`src/rtl/systolic_pkg.sv`:
```
// Shared sizing defaults, FSM state encoding and a small width helper for the systolic operand feeder.
// Holds no logic and no state.
package systolic_pkg;

  localparam int N_DEF        = 4;
  localparam int DATA_W_DEF   = 32;
  localparam int FEED_LEN_DEF = 3 * N_DEF - 2;

  typedef enum logic [1:0] {
    ST_IDLE  = 2'd0,
    ST_CLEAR = 2'd1,
    ST_FEED  = 2'd2,
    ST_DONE  = 2'd3
  } state_e;

  // $clog2 that never returns zero, so degenerate sizes still give a legal vector width
  function automatic int clog2_min1(input int v);
    return (v > 1) ? $clog2(v) : 1;
  endfunction

endpackage

```
`src/rtl/systolic_feeder_skew_sel.sv`:
```
// Skewed element select for one lane: lane k at step t reads element t-k, valid while 0 <= t-k < N.
// Purely combinational; no flow control.
module skew_sel
  import systolic_pkg::*;
#(
  parameter int N    = N_DEF,
  parameter int TW   = 4,
  parameter int LANE = 0,
  parameter int IW   = clog2_min1(N)
) (
  input  logic [TW-1:0] t,
  output logic [IW-1:0] idx,
  output logic          vld
);

  logic [TW:0] diff;

  always_comb begin
    diff = {1'b0, t} - (TW+1)'(LANE);
    vld  = (t >= TW'(LANE)) && (diff < (TW+1)'(N));
    idx  = diff[IW-1:0];
  end

endmodule

```
`src/rtl/systolic_feeder.sv`:
```
// Buffers A/B operands and streams them diagonally skewed into an NxN systolic array, one step per cycle.
// Run latency FEED_LEN+2 cycles from start to done; writes and starts are dropped while busy.
module systolic_feeder
  import systolic_pkg::*;
#(
  parameter int N        = N_DEF,
  parameter int DATA_W   = DATA_W_DEF,
  parameter int FEED_LEN = 3 * N - 2
) (
  input  logic              clk,
  input  logic              rst,
  input  logic              wr_en,
  input  logic              wr_sel,
  input  logic [3:0]        wr_addr,
  input  logic [DATA_W-1:0] wr_data,
  input  logic              start,
  output logic              busy,
  output logic              done,
  output logic              arr_rst_n,
  output logic [DATA_W-1:0] west0,
  output logic [DATA_W-1:0] west1,
  output logic [DATA_W-1:0] west2,
  output logic [DATA_W-1:0] west3,
  output logic [DATA_W-1:0] north0,
  output logic [DATA_W-1:0] north1,
  output logic [DATA_W-1:0] north2,
  output logic [DATA_W-1:0] north3
);

  localparam int TW = clog2_min1(FEED_LEN);
  localparam int IW = clog2_min1(N);
  localparam int NE = N * N;
  localparam int AW = clog2_min1(NE);
  localparam int PL = (N > 4) ? N : 4;
  localparam logic [TW-1:0] T_LAST = TW'(FEED_LEN - 1);

  state_e            state_q, state_d;
  logic [TW-1:0]     t_q, t_d;
  logic              busy_q, busy_d;
  logic              done_q, done_d;
  logic              arn_q, arn_d;

  logic [DATA_W-1:0] a_q [NE];
  logic [DATA_W-1:0] a_d [NE];
  logic [DATA_W-1:0] b_q [NE];
  logic [DATA_W-1:0] b_d [NE];

  logic [DATA_W-1:0] west_q  [PL];
  logic [DATA_W-1:0] west_d  [PL];
  logic [DATA_W-1:0] north_q [PL];
  logic [DATA_W-1:0] north_d [PL];

  logic [IW-1:0]     w_idx  [N];
  logic [IW-1:0]     n_idx  [N];
  logic [N-1:0]      w_vld;
  logic [N-1:0]      n_vld;
  logic [AW-1:0]     w_addr [N];
  logic [AW-1:0]     n_addr [N];
  logic [AW-1:0]     wr_idx;
  logic              wr_ok;

  assign wr_idx = AW'(wr_addr);
  assign wr_ok  = wr_en && (state_q == ST_IDLE);

  // Lanes select with the next step so the registered operands line up with the reported t
  for (genvar i = 0; i < N; i++) begin : g_lane
    skew_sel #(.N(N), .TW(TW), .LANE(i), .IW(IW)) u_west_sel (
      .t   (t_d),
      .idx (w_idx[i]),
      .vld (w_vld[i])
    );
    skew_sel #(.N(N), .TW(TW), .LANE(i), .IW(IW)) u_north_sel (
      .t   (t_d),
      .idx (n_idx[i]),
      .vld (n_vld[i])
    );
    assign w_addr[i] = AW'(i * N) + AW'(w_idx[i]);
    assign n_addr[i] = AW'(n_idx[i]) * AW'(N) + AW'(i);
  end

  always_comb begin
    state_d = state_q;
    t_d     = t_q;
    case (state_q)
      ST_IDLE: begin
        if (start) state_d = ST_CLEAR;
      end
      ST_CLEAR: begin
        state_d = ST_FEED;
        t_d     = '0;
      end
      ST_FEED: begin
        if (t_q == T_LAST) begin
          state_d = ST_DONE;
        end else begin
          t_d = t_q + 1'b1;
        end
      end
      ST_DONE: begin
        state_d = ST_IDLE;
        t_d     = '0;
      end
      default: begin
        state_d = ST_IDLE;
        t_d     = '0;
      end
    endcase
    busy_d = (state_d != ST_IDLE);
    done_d = (state_d == ST_DONE);
    arn_d  = (state_d != ST_CLEAR);
  end

  always_comb begin
    a_d = a_q;
    b_d = b_q;
    if (wr_ok && !wr_sel) a_d[wr_idx] = wr_data;
    if (wr_ok &&  wr_sel) b_d[wr_idx] = wr_data;
  end

  always_comb begin
    for (int i = 0; i < PL; i++) begin
      west_d[i]  = '0;
      north_d[i] = '0;
    end
    if (state_d == ST_FEED) begin
      for (int i = 0; i < N; i++) begin
        if (w_vld[i]) west_d[i]  = a_q[w_addr[i]];
        if (n_vld[i]) north_d[i] = b_q[n_addr[i]];
      end
    end
  end

  always_ff @(posedge clk or negedge rst) begin
    if (!rst) begin
      state_q <= ST_IDLE;
      t_q     <= '0;
      busy_q  <= 1'b0;
      done_q  <= 1'b0;
      arn_q   <= 1'b0;
      for (int k = 0; k < NE; k++) begin
        a_q[k] <= '0;
        b_q[k] <= '0;
      end
      for (int k = 0; k < PL; k++) begin
        west_q[k]  <= '0;
        north_q[k] <= '0;
      end
    end else begin
      state_q <= state_d;
      t_q     <= t_d;
      busy_q  <= busy_d;
      done_q  <= done_d;
      arn_q   <= arn_d;
      a_q     <= a_d;
      b_q     <= b_d;
      west_q  <= west_d;
      north_q <= north_d;
    end
  end

  assign busy      = busy_q;
  assign done      = done_q;
  assign arr_rst_n = arn_q;
  assign west0     = west_q[0];
  assign west1     = west_q[1];
  assign west2     = west_q[2];
  assign west3     = west_q[3];
  assign north0    = north_q[0];
  assign north1    = north_q[1];
  assign north2    = north_q[2];
  assign north3    = north_q[3];

endmodule

```
`config.mk`:
```
export PLATFORM = sky130hd
export DESIGN_NAME = systolic_feeder
export DESIGN_NICKNAME = d
export VERILOG_FILES = /design/src/rtl/systolic_pkg.sv /design/src/rtl/systolic_feeder_skew_sel.sv /design/src/rtl/systolic_feeder.sv
export SDC_FILE = /design/constraint.sdc
export NUM_CORES = 2
export LEC_CHECK = 0
export CORE_ASPECT_RATIO = 0.8
export CORE_MARGIN = 2
export CORE_UTILIZATION = 50
export DETAILED_ROUTE_END_ITERATION = 7
export GPL_TIMING_DRIVEN = 0
export HOLD_SLACK_MARGIN = 0.06
export PLACE_DENSITY_LB_ADDON = 0.08
export SKIP_CTS_REPAIR_TIMING = 1
export SYNTH_ARGS = -nofsm -noshare
export SYNTH_HDL_FRONTEND = slang
export SYNTH_SLANG_ARGS = --single-unit
```
`constraint.sdc`:
```
create_clock -name clk -period 8.85 [get_ports clk]
set_clock_uncertainty 0.05 [all_clocks]
set_input_delay 1.3275 -clock clk [delete_from_list [all_inputs] [get_ports clk]]
set_output_delay 1.3275 -clock clk [all_outputs]
set_load 0.05 [all_outputs]
```
==> results.txt <==
The I/O pin count came out at 300. Counting cells, the worst reg-to-reg path comes to 15. The TritonCTS sink count is 1289. The post-detailed-placement cell area is 62100 um^2.

The worst supply voltage drop on vdd came out at 0.000207 V. The area of the mapped netlist is 56900 um^2. The die covers 117000 um^2. The wire length of the first global-routing pass came out at 271000 um. The final critical-path required period is 5600 ps.

The total clock buffers created by CTS came out at 137. The most used flip-flop cell after synthesis is sky130_fd_sc_hd__dfrtp_1. Setup total negative slack on the finished layout was measured at 0 ps. The count of flip-flops with a built-in enable after synthesis is 0. Yosys printed 0 warnings.

The count of cells in the finished layout, fillers not included, comes to 6114. The slew at the pin with the worst max-slew slack is 1550 ps. Setup violations remaining at the end of the flow were counted as 0. Summing over every cut layer, the via total after detailed routing is 38000. The H-tree was split into 4 levels. The worst setup path is captured at a flip-flop. The floorplan has 110 rows. Summed over all layers, the routed wires come to 187000 um. The post-synthesis sequential area ratio is 0.567. For this run, the detailed router's first-pass iteration total came to 6. In this run the tightest slew margin relative to its limit is -0.0364. Counting buffers and inverters, the worst setup path is 15 cells deep. The layout overhead on the synthesized area came out at 17.0%. The fraction of layout instances using a drive strength above 1 is 0.352. The power per standard cell area came out at 336 nW/um^2.

The number of max-cap violations is 1. The tightest min-delay check is of the in -> async type. The largest individual stage delay along the critical path comes from the cell sky130_fd_sc_hd__clkbuf_1. Derived from the worst setup path, the maximum achievable clock frequency is 0.179 GHz. The worst setup slack for register-to-register paths came out at 3250 ps. The detailed-route wire length per cell is 30.6 um. The leakage power figure is 29.5 nW. The layout filler cell count is 9022. The share of the clock period used by the worst path came out at 0.633. The count of nets after finishing is 4525. Measured along the x axis, the die boundary spans 381 um. The endpoint identified for the worst register-to-register timing path is west3[31]. The finished cells cover 66600 um^2. The post-synthesis instance total came out at 4030.

The flip-flop and latch area is 32300 um^2. The number of placed cells counting well taps came out at 5848. The insertion delay to the later sink of the worst-skew pair is 790 ps. The post-synthesis register bit count is 1289. Clock-pin slew was measured on the worst setup and hold paths at 60 ps. The combined global-route utilization of all metal layers is 0.320. The count of nets left with antenna violations after detail routing came out at 0. The worst setup path is of the reg -> reg kind. Traced cell by cell, the critical path runs through inv_1 -> ha_1 -> nand3b_1 -> a211oi_2 -> buf_4 -> or2_1 -> buf_2 -> buf_4 -> buf_6 -> inv_1 -> ha_1 -> clkbuf_1 -> clkbuf_1 -> mux4_2 -> nor3b_1.

The number of hold violations in the final report is 0. The detailed router finished its first iteration with 3503 violations. Averaged over all synthesized cells, the footprint is 14.1 um^2. Setup repair after global routing left no endpoint under its margin.

The launching instance or port of the critical path is t_q[1]. STA classifies the critical path startpoint as a flip-flop. The detailed-route vias per instance came out at 6.22.

The final RePlAce weighted congestion is 0.916. The initial utilization of the core area, before any placement, comes to 0.505. The number of nets handed over by synthesis was 4080. The number of distinct standard cells referenced by the synthesized netlist is 61. The height of the die came out at 306 um. The top cell family by delay on the critical path is buffers and inverters. The detailed-placement wirelength estimate is 128000 um. The critical path contains buffers and inverters numbering 8 combined. Entering global routing, the biggest net connects 176 pins.

On the worst path, the slowest cell contributes a delay of 900 ps. The count of pins over their slew limit is 22. The fraction of registers with async set/reset is 1.00. TritonCTS built the clock tree.

The global-route congestion overflow total is 0. The count of buffers added on input and output ports is 297. The standard cell core area came out at 113000 um^2.

The required arrival time at the worst endpoint came out at 9450 ps. The multi-input logic area is 22800 um^2. The checks that failed: capacitance limit, slew limit. The via count of the first global-routing pass came out at 37700. The critical path ends at west3[31]. The root buffer cell chosen for the clock tree is sky130_fd_sc_hd__clkbuf_16. The maximum clock path buffer count came out at 3. The worst register-to-register path begins at t_q[1]. Along the worst path, the maximum fanout reaches 10.

The flow ran to the end, but the final reports show violations. The initial antenna violation count is 28. Hold timing on the final database bottoms out at a slack of 410 ps. The data arrival time of the critical path is 6200 ps.

In the routed design, unresolved DRC markers number 0.
## area by class of cell
class | instances | share of cell area
Inverter | 14 | 0.000864
Sequential cell | 1289 | 0.484
Buffer | 432 | 0.0274
Multi-Input combinational cell | 2295 | 0.342
Tap cell | 1512 | 0.0284
Clock buffer | 209 | 0.0615
Timing Repair Buffer | 306 | 0.0484
Clock inverter | 37 | 0.00625
Antenna cell | 20 | 0.000751
## through the flow
stage | power (W) | util | setup slack, ps
floorplan | 0.0134 | - | 5370
finish | 0.0224 | 0.591 | 3250
global route | 0.0233 | 0.591 | 3170
CTS | 0.0224 | 0.591 | 3340
detailed placement | 0.0165 | 0.551 | 3380
global placement | 0.0165 | 0.548 | -53350
## registers in the layout, indices dropped and copies added (netlist names)
signal	cells
north1	32
west2	32
t_q	4
done	1
west1	32
west0	32
a_q	512
arr_rst_n	1
busy	1
north3	32
west3	32
b_q	512
north2	32
state_q	2
north0	32
## synthesized netlist by cell type (3+ instances only)
library cell / n / area [um^2]
sky130_fd_sc_hd__ha_1: 9 / 113
sky130_fd_sc_hd__a221o_1: 128 / 1280
sky130_fd_sc_hd__nand2_1: 134 / 503
sky130_fd_sc_hd__nor2_1: 35 / 131
sky130_fd_sc_hd__a31oi_1: 19 / 119
sky130_fd_sc_hd__a311oi_1: 64 / 561
sky130_fd_sc_hd__or3_1: 3 / 18.8
sky130_fd_sc_hd__nand4_1: 3 / 18.8
sky130_fd_sc_hd__buf_2: 32 / 160
sky130_fd_sc_hd__nor3b_1: 65 / 488
sky130_fd_sc_hd__a211oi_1: 26 / 195
sky130_fd_sc_hd__buf_1: 21 / 78.8
sky130_fd_sc_hd__a22oi_1: 85 / 638
sky130_fd_sc_hd__nand2b_1: 5 / 31.3
sky130_fd_sc_hd__a2111oi_2: 60 / 901
sky130_fd_sc_hd__mux4_2: 64 / 1440
sky130_fd_sc_hd__a31o_2: 24 / 210
sky130_fd_sc_hd__nand3b_1: 4 / 30.0
sky130_fd_sc_hd__a211oi_2: 34 / 425
sky130_fd_sc_hd__inv_1: 11 / 41.3
sky130_fd_sc_hd__a21oi_1: 49 / 245
sky130_fd_sc_hd__nand3_1: 5 / 25.0
sky130_fd_sc_hd__dfrtp_1: 1289 / 32300
sky130_fd_sc_hd__a21boi_0: 128 / 961
sky130_fd_sc_hd__clkbuf_2: 12 / 60.1
sky130_fd_sc_hd__buf_6: 14 / 158
sky130_fd_sc_hd__a2111oi_0: 4 / 35.0
sky130_fd_sc_hd__nor4_1: 25 / 156
sky130_fd_sc_hd__clkbuf_1: 342 / 1280
sky130_fd_sc_hd__mux2i_1: 62 / 621
sky130_fd_sc_hd__a222oi_1: 24 / 240
sky130_fd_sc_hd__mux2_2: 1134 / 12800
sky130_fd_sc_hd__o21ai_0: 23 / 115
sky130_fd_sc_hd__buf_4: 11 / 82.6
sky130_fd_sc_hd__nor3_1: 46 / 230
sky130_fd_sc_hd__nand4b_1: 3 / 26.3
## layout by cell type, fill, tap and decap left out, types with 62 or more instances in the layout
cell                              instances
sky130_fd_sc_hd__clkbuf_1               382
sky130_fd_sc_hd__dfrtp_1               1289
sky130_fd_sc_hd__clkdlybuf4s50_1        296
sky130_fd_sc_hd__mux4_2                  64
sky130_fd_sc_hd__mux2i_1                 62
sky130_fd_sc_hd__a22oi_1                 85
sky130_fd_sc_hd__nand2_1                134
sky130_fd_sc_hd__clkbuf_16              144
sky130_fd_sc_hd__mux2_2                1134
sky130_fd_sc_hd__a221o_1                128
sky130_fd_sc_hd__nor3b_1                 65
sky130_fd_sc_hd__a311oi_1                64
sky130_fd_sc_hd__a21boi_0               128
## worst min-delay path by stage
stage               slack [ps]         to     start  cells past startpoint
floorplan                  420   a_q[416]  a_q[416]                      1
global placement           430   a_q[432]  a_q[432]                      1
detailed placement         440   a_q[436]  a_q[436]                      1
CTS                        430  west1[11]       rst                      1
global route               440  west1[11]       rst                      1
finish                     410  west1[11]       rst                      1
## per-layer routing
| metal | up-vias | part of all wire | GRT usage |
|---|---|---|---|
| li1 | 16000 | - | - |
| met1 | 20200 | 0.45 | 0.471 |
| met2 | 1507 | 0.44 | 0.465 |
| met3 | 300 | 0.081 | 0.0805 |
| met4 | 2 | 0.032 | 0.105 |
| met5 | - | 0.000069 | 0 |
## report_power, final
group	internal (W)	switching, W
clock	0.00340	0.00244
combinational	0.00305	0.00548
sequential	0.00729	0.000762
## kinds of logic after synthesis
kind of cell | after synthesis | synth area share
and+or+nand+nor | 343 | 0.0313
DFF | 1289 | 0.567
muxes | 1260 | 0.260
xor gates and xnor gates | 2 | 0.000308
AOI/OAI and AO/OA | 681 | 0.106
buffers and inverters | 446 | 0.0330
adders and majority gates | 9 | 0.00198
Power figures use the tool's default switching activity.
